===== config.mk =====
export PLATFORM = sky130hd
export DESIGN_NAME = alu_result_stage_flat
export DESIGN_NICKNAME = d
export VERILOG_FILES = /design/src/rtl/alu_result_stage_if.sv /design/src/rtl/alu_result_stage.sv /design/src/flat_wrapper.sv
export SDC_FILE = /design/constraint.sdc
export NUM_CORES = 1
export LEC_CHECK = 0
export BUFFER_PORTS_ARGS = -buffer_cell sky130_fd_sc_hd__buf_2
export CAP_MARGIN = 20
export CORE_MARGIN = 3
export CORE_UTILIZATION = 37
export DETAILED_ROUTE_END_ITERATION = 12
export HOLD_SLACK_MARGIN = 0.08
export PLACE_DENSITY = 0.79
export RECOVER_POWER = 50
export SLEW_MARGIN = 20
export SYNTH_ARGS = -nofsm -noshare
export SYNTH_HDL_FRONTEND = slang
export SYNTH_SLANG_ARGS = --single-unit

===== constraint.sdc =====
create_clock -name clk -period 1.1 [get_ports clk]
set_input_delay 0.22 -clock clk [delete_from_list [all_inputs] [get_ports clk]]
set_output_delay 0.22 -clock clk [all_outputs]
set_load 0.02 [all_outputs]

===== src/rtl/alu_result_stage_if.sv =====
// EX->MEM result-stage bus: EX-side instruction slot, pipeline control and
// the registered MEM-side outputs, flags and saturation counter.
interface alu_result_stage_if;
   localparam int unsigned DATA_W = 16;
   localparam int unsigned REG_W  = 4;
   localparam int unsigned OP_W   = 4;
   localparam int unsigned CNT_W  = 8;

   logic              in_valid;
   logic [OP_W-1:0]   opcode;
   logic [DATA_W-1:0] alu_result;
   logic              alu_ovf;
   logic              sat_err;
   logic [REG_W-1:0]  wr_reg;
   logic              wr_en;
   logic              stall;
   logic              flush;

   logic              out_valid;
   logic [DATA_W-1:0] out_result;
   logic [REG_W-1:0]  out_wr_reg;
   logic              out_wr_en;
   logic              flag_z;
   logic              flag_v;
   logic              flag_n;
   logic [CNT_W-1:0]  sat_count;

   // EX-stage side: drives the slot and controls, observes the stage outputs.
   modport master (
      output in_valid, opcode, alu_result, alu_ovf, sat_err, wr_reg, wr_en, stall, flush,
      input  out_valid, out_result, out_wr_reg, out_wr_en, flag_z, flag_v, flag_n, sat_count
   );

   // Result stage side.
   modport slave (
      input  in_valid, opcode, alu_result, alu_ovf, sat_err, wr_reg, wr_en, stall, flush,
      output out_valid, out_result, out_wr_reg, out_wr_en, flag_z, flag_v, flag_n, sat_count
   );
endinterface


===== src/rtl/alu_result_stage.sv =====
// EX->MEM result pipeline register with Z/V/N flag update and an optional
// PADDSB saturation-event counter enabled by macro SAT_COUNT_EN.
module alu_result_stage (
   input logic                clk,
   input logic                rst_n,
   alu_result_stage_if.slave  bus
);
   localparam int unsigned DATA_W = 16;
   localparam int unsigned REG_W  = 4;
   localparam int unsigned CNT_W  = 8;

   typedef enum logic [3:0] {
      OP_ADD    = 4'd0,
      OP_SUB    = 4'd1,
      OP_XOR    = 4'd2,
      OP_RED    = 4'd3,
      OP_SLL    = 4'd4,
      OP_SRA    = 4'd5,
      OP_ROR    = 4'd6,
      OP_PADDSB = 4'd7
   } opcode_e;

   logic              out_valid_q,  out_valid_d;
   logic [DATA_W-1:0] out_result_q, out_result_d;
   logic [REG_W-1:0]  out_wr_reg_q, out_wr_reg_d;
   logic              out_wr_en_q,  out_wr_en_d;
   logic              flag_z_q,     flag_z_d;
   logic              flag_v_q,     flag_v_d;
   logic              flag_n_q,     flag_n_d;

   logic capture;
   logic result_zero;

   assign capture     = !bus.flush && !bus.stall;
   assign result_zero = (bus.alu_result == DATA_W'(0));

   // Next-state: hold by default, flush kills the slot, capture loads it.
   always_comb begin
      out_valid_d  = out_valid_q;
      out_result_d = out_result_q;
      out_wr_reg_d = out_wr_reg_q;
      out_wr_en_d  = out_wr_en_q;
      flag_z_d     = flag_z_q;
      flag_v_d     = flag_v_q;
      flag_n_d     = flag_n_q;

      if (bus.flush) begin
         out_valid_d = 1'b0;
         out_wr_en_d = 1'b0;
      end else if (capture) begin
         out_valid_d  = bus.in_valid;
         out_result_d = bus.alu_result;
         out_wr_reg_d = bus.wr_reg;
         out_wr_en_d  = bus.wr_en & bus.in_valid;
         if (bus.in_valid) begin
            case (bus.opcode)
               OP_ADD, OP_SUB: begin
                  flag_z_d = result_zero;
                  flag_n_d = bus.alu_result[DATA_W-1];
                  flag_v_d = bus.alu_ovf;
               end
               OP_XOR, OP_SLL, OP_SRA, OP_ROR: begin
                  flag_z_d = result_zero;
               end
               default: ;
            endcase
         end
      end
   end

   // Stage register; reset overrides stall and flush.
   always_ff @(posedge clk) begin
      if (!rst_n) begin
         out_valid_q  <= 1'b0;
         out_result_q <= '0;
         out_wr_reg_q <= '0;
         out_wr_en_q  <= 1'b0;
         flag_z_q     <= 1'b0;
         flag_v_q     <= 1'b0;
         flag_n_q     <= 1'b0;
      end else begin
         out_valid_q  <= out_valid_d;
         out_result_q <= out_result_d;
         out_wr_reg_q <= out_wr_reg_d;
         out_wr_en_q  <= out_wr_en_d;
         flag_z_q     <= flag_z_d;
         flag_v_q     <= flag_v_d;
         flag_n_q     <= flag_n_d;
      end
   end

`ifdef SAT_COUNT_EN
   logic [CNT_W-1:0] sat_count_q, sat_count_d;
   logic             sat_event;

   assign sat_event = capture && bus.in_valid && bus.sat_err &&
                      (bus.opcode == OP_PADDSB);

   // Saturating event counter: sticks at all-ones instead of wrapping.
   always_comb begin
      sat_count_d = sat_count_q;
      if (sat_event && (sat_count_q != {CNT_W{1'b1}})) begin
         sat_count_d = sat_count_q + CNT_W'(1);
      end
   end

   always_ff @(posedge clk) begin
      if (!rst_n) begin
         sat_count_q <= '0;
      end else begin
         sat_count_q <= sat_count_d;
      end
   end

   assign bus.sat_count = sat_count_q;
`else
   logic unused_sat_err;

   assign unused_sat_err = bus.sat_err;
   assign bus.sat_count  = CNT_W'(0);
`endif

   assign bus.out_valid  = out_valid_q;
   assign bus.out_result = out_result_q;
   assign bus.out_wr_reg = out_wr_reg_q;
   assign bus.out_wr_en  = out_wr_en_q;
   assign bus.flag_z     = flag_z_q;
   assign bus.flag_v     = flag_v_q;
   assign bus.flag_n     = flag_n_q;

endmodule


===== src/flat_wrapper.sv =====
// flat-port wrapper written by rule: the top's interface ports become plain ports
module alu_result_stage_flat 
  (clk, rst_n, bus_in_valid, bus_opcode, bus_alu_result, bus_alu_ovf, bus_sat_err, bus_wr_reg, bus_wr_en, bus_stall, bus_flush, bus_out_valid, bus_out_result, bus_out_wr_reg, bus_out_wr_en, bus_flag_z, bus_flag_v, bus_flag_n, bus_sat_count);
  alu_result_stage_if bus_i ();
  input logic clk;
  input logic rst_n;
  input wire logic [$bits(bus_i.in_valid)-1:0] bus_in_valid;
  input wire logic [$bits(bus_i.opcode)-1:0] bus_opcode;
  input wire logic [$bits(bus_i.alu_result)-1:0] bus_alu_result;
  input wire logic [$bits(bus_i.alu_ovf)-1:0] bus_alu_ovf;
  input wire logic [$bits(bus_i.sat_err)-1:0] bus_sat_err;
  input wire logic [$bits(bus_i.wr_reg)-1:0] bus_wr_reg;
  input wire logic [$bits(bus_i.wr_en)-1:0] bus_wr_en;
  input wire logic [$bits(bus_i.stall)-1:0] bus_stall;
  input wire logic [$bits(bus_i.flush)-1:0] bus_flush;
  output wire logic [$bits(bus_i.out_valid)-1:0] bus_out_valid;
  output wire logic [$bits(bus_i.out_result)-1:0] bus_out_result;
  output wire logic [$bits(bus_i.out_wr_reg)-1:0] bus_out_wr_reg;
  output wire logic [$bits(bus_i.out_wr_en)-1:0] bus_out_wr_en;
  output wire logic [$bits(bus_i.flag_z)-1:0] bus_flag_z;
  output wire logic [$bits(bus_i.flag_v)-1:0] bus_flag_v;
  output wire logic [$bits(bus_i.flag_n)-1:0] bus_flag_n;
  output wire logic [$bits(bus_i.sat_count)-1:0] bus_sat_count;
  assign bus_i.in_valid = bus_in_valid;
  assign bus_i.opcode = bus_opcode;
  assign bus_i.alu_result = bus_alu_result;
  assign bus_i.alu_ovf = bus_alu_ovf;
  assign bus_i.sat_err = bus_sat_err;
  assign bus_i.wr_reg = bus_wr_reg;
  assign bus_i.wr_en = bus_wr_en;
  assign bus_i.stall = bus_stall;
  assign bus_i.flush = bus_flush;
  assign bus_out_valid = bus_i.out_valid;
  assign bus_out_result = bus_i.out_result;
  assign bus_out_wr_reg = bus_i.out_wr_reg;
  assign bus_out_wr_en = bus_i.out_wr_en;
  assign bus_flag_z = bus_i.flag_z;
  assign bus_flag_v = bus_i.flag_v;
  assign bus_flag_n = bus_i.flag_n;
  assign bus_sat_count = bus_i.sat_count;
  alu_result_stage u_core (.clk(clk), .rst_n(rst_n), .bus(bus_i));
endmodule

* Yosys cells after proc, flatten, opt, wreduce, memory -nomap -nowiden *
Index checks and enable logic that the tools add are counted.

storage, ports and cells
  flip-flop bits (word level) = 25
  output and inout port bits = 33

cells by class
  equality and inequality tests = 5
  bitwise logic cells = 3
  reductions and logical operators = 11

operators with widths
  kind                                                              count
  16-bit zero test                                                  1
  4-bit by 3-bit == test with 1-bit output (second input constant)  3
  4-bit AND reduction                                               2
  6-bit OR reduction                                                1
  4-bit by 1-bit == test with 1-bit output (second input constant)  1
  4-bit by 2-bit == test with 1-bit output (second input constant)  1
  4-bit zero test                                                   1
  2-bit OR reduction                                                2
  1-bit zero test                                                   2
  1-bit NOT                                                         2
  2-bit AND reduction                                               1
  1-bit bitwise AND                                                 1
  1-bit logical AND                                                 1

* Longest topological paths before layout *
  depth in word-level cells = 3
  mapped depth = 4

* Worst setup path after synthesis *
OpenSTA, ideal clock, no wires.

  path kind = input port to flip-flop
  start = in bus_flush
  end = reg u_core.flag_n_q, in the netlist u_core.bus.flag_n
  setup time = 132 ps
  data arrival time = 1,024 ps
  required time = 968 ps
  setup slack = -56 ps
  stages = 3
  buffers on the path = 0
  cells stage by stage = or4b_1 > o31ai_1 > a21oi_1

on the way
  longest elaborated chain between the ends = 3
  elaborated cells between the ends (all ways) = 4

ends and longest elaborated chain
  what                             RTL line                RTL
  start: declaration               flat_wrapper.sv:15      input wire logic [$bits(bus_i.flush)-1:0] bus_flush;
  1-bit zero test                  alu_result_stage.sv:34  assign capture = !bus.flush && !bus.stall;
  1-bit logical AND                alu_result_stage.sv:34
  4-bit AND reduction (no line) *  --
  end signal: assignment           alu_result_stage.sv:88  flag_n_q <= flag_n_d;
  end: declaration                 alu_result_stage.sv:29  logic flag_n_q, flag_n_d;

Every way passes the cells marked *; elsewhere a longest branch is shown, timed or not.
A chain may end at the register's enable or synchronous reset.

* Worst setup path in the final report *
  start = reg u_core.out_result_q[13], in the netlist u_core.bus.out_result[13]
  end = out bus_out_result[13]

RTL lines
  what                      RTL line                RTL
  start: declaration        alu_result_stage.sv:24  logic [DATA_W-1:0] out_result_q, out_result_d;
  start signal: assignment  alu_result_stage.sv:83  out_result_q <= out_result_d;
  end: declaration          flat_wrapper.sv:17      output wire logic [$bits(bus_i.out_result)-1:0] bus_out_result;

No word-level cell between the ends.

==> results.json <==
{
  "p_total_mw": 1.67,
  "post_cts_resized": 0,
  "dp_slack_ns": -0.215,
  "syn_inst": 129,
  "vias_per_cell": 4.67,
  "start_kind": "register",
  "cp_slowest_cell": "dfxtp_1",
  "grtUsageTotal": 0.147,
  "max-cap-violations": 0,
  "leakage_nw": 0.645,
  "crit_chain": "buf_2",
  "finalHoldViolCount": 0,
  "p_per_area_nw_per_um2": 1210,
  "wire_per_inst_um": 11.2,
  "root_buffer": "clkbuf_4",
  "arrival_ns": 0.84,
  "dp_cells": 215,
  "num_antenna_cells": 0,
  "synth-seq-area-share": 0.496,
  "crit_family": "flip-flops",
  "synth.ff_latch_count": 25,
  "clkSinkCount": 25,
  "cts_tree": "yes",
  "yosys.cell_types.count": 21,
  "clockBufferDepth": 2,
  "utilization": 0.539,
  "rsz0062_at_grt": "no",
  "drt-initial-drc-count": 24,
  "clock_latency_ns": 0.32,
  "timing.rr.end": "u_core.bus.flag_z",
  "slowest_delay_ns": 0.36,
  "drv_slew": 0,
  "setup_viol": 0,
  "ys.flop_type": "dfxtp_1",
  "initial_core_util": 0.396,
  "yosysMostFrequentCell": "nand2_1",
  "fp.coreArea_um2": 2540,
  "cts.htree.levels": 1,
  "endpoint_kind": "output pin",
  "first_pass_iters": 3,
  "cts.clk_slew.worst_paths_ns": 0.14,
  "fin_worst_skew_ns": 0,
  "synth_commonest_cells": "nand2_1, dfxtp_1, a21oi_1",
  "io_pins": 65,
  "crit_buf_inv": 1,
  "synth_area_leaders": "dfxtp_1, nand2_1, a21oi_1, buf_4, nor4b_1",
  "die_y_um": 58.2,
  "die_x_um": 58.2,
  "hp-start": "bus_wr_reg[3]",
  "design.die.area_um2": 3390,
  "drt-total-wl_um": 2460,
  "hold_path.class": "input pin to register",
  "synth_warnings": 0,
  "rows": 18,
  "grt_max_degree": 21,
  "synthArstFlopShare": 0,
  "nets": 222,
  "gp_congestion": 0.746,
  "numCtsBuffers": 3,
  "syn_area_per_cell_um2": 7.82,
  "final_cell_count_no_fill": 219,
  "portBuffers": 55,
  "rr_worst_depth": 3,
  "worstPathMaxFanout": 2,
  "fin_area_um2": 1370,
  "fin_ws_ns": 0.0409,
  "grt_pass1_wl_um": 3830,
  "synth-edff-count": 0,
  "timing.fmax_mhz": 944,
  "ir_worst_vdd_mv": 0.787,
  "area_growth_pct": 36.0,
  "drive_above_1_share": 0.376,
  "hold_path_end": "u_core.bus.out_wr_reg[3]",
  "r2r_start": "u_core.bus.flag_z",
  "whs_path_depth": 3,
  "layout_worst_path_cycle_share": 0.963,
  "ff2ff_setup_slack_ns": 0.44,
  "largest_register_ffs": 16,
  "drc": 0,
  "grt_pass1_vias": 889,
  "dpl-instance-area_um2": 1320,
  "cts_hold_buf": 0,
  "crit_type": "register to output pin",
  "required_ns": 0.88,
  "synth_area_um2": 1010,
  "yosys.area.top_type": "dfxtp_1",
  "post_cts_buffers": 0,
  "antenna_found_initial": 0,
  "dp.final_hpwl_um": 1970,
  "gr-total-overflow": 0,
  "period_needed_ns": 1.06,
  "vias": 1023,
  "synth_top_area_frac": 0.496,
  "ant_nets": 0,
  "status": "finished clean"
}
[through the flow]
stage | hold slack (ns) | setup TNS (ns)
4_1_cts | 0.109 | 0
6_report | 0.116 | 0
3_3_place_gp | 0.439 | -2.78
2_1_floorplan | 0.356 | -0.112
5_1_grt | 0.114 | 0
3_5_place_dp | 0.444 | -3.09
[cell families after synthesis]
family / synth area share
simple gates: 0.261
compound gates: 0.141
flops: 0.496
buf+inv: 0.0881
mux: 0.00993
other cells: 0.00372
[how the worst max path moves through the flow]
stage                                    from                  to  slack, ns  cells past startpoint
CTS                  u_core.bus.out_wr_reg[0]   bus_out_wr_reg[0]       0.01                      1
global route        u_core.bus.out_result[14]  bus_out_result[14]      0.001                      1
detailed placement                  bus_flush   u_core.bus.flag_v      -0.21                      4
floorplan                           bus_flush   u_core.bus.flag_n      -0.06                      3
finish              u_core.bus.out_result[13]  bus_out_result[13]       0.04                      1
global placement                    bus_flush   u_core.bus.flag_n      -0.20                      4
[power by group]
group	internal, mW	switching (mW)
combinational	0.115	0.178
clock	0.139	0.275
sequential	0.942	0.0163
total	1.20	0.469
[area by class of cell]
| cell class | instances | area, um^2 |
|---|---|---|
| flip-flops and latches | 25 | 505 |
| well taps | 30 | 37.5 |
| multi-input cells | 96 | 445 |
| fillers | 271 | 1170 |
| clock buffers | 3 | 22.5 |
| inverters | 1 | 3.75 |
| clock inverters | 1 | 7.51 |
| repair buffers | 63 | 349 |
[layout by cell type, fill, tap and decap left out, types with 2 or more instances in the layout]
cell type	n
clkbuf_4	3
buf_2	48
nor4_1	2
dfxtp_2	4
dfxtp_1	21
nand3_1	3
conb_1	8
nor2_1	4
buf_4	14
nand2_1	43
nor4b_1	2
o31ai_1	2
a21oi_1	24
[per-layer routing]
layer / track usage / share of wire
met1: 0.170 / 0.41
met2: 0.250 / 0.49
met3: 0.0401 / 0.084
met5: 0 / 0
met4: 0.0695 / 0.018
(Power assumes the default switching activity.)
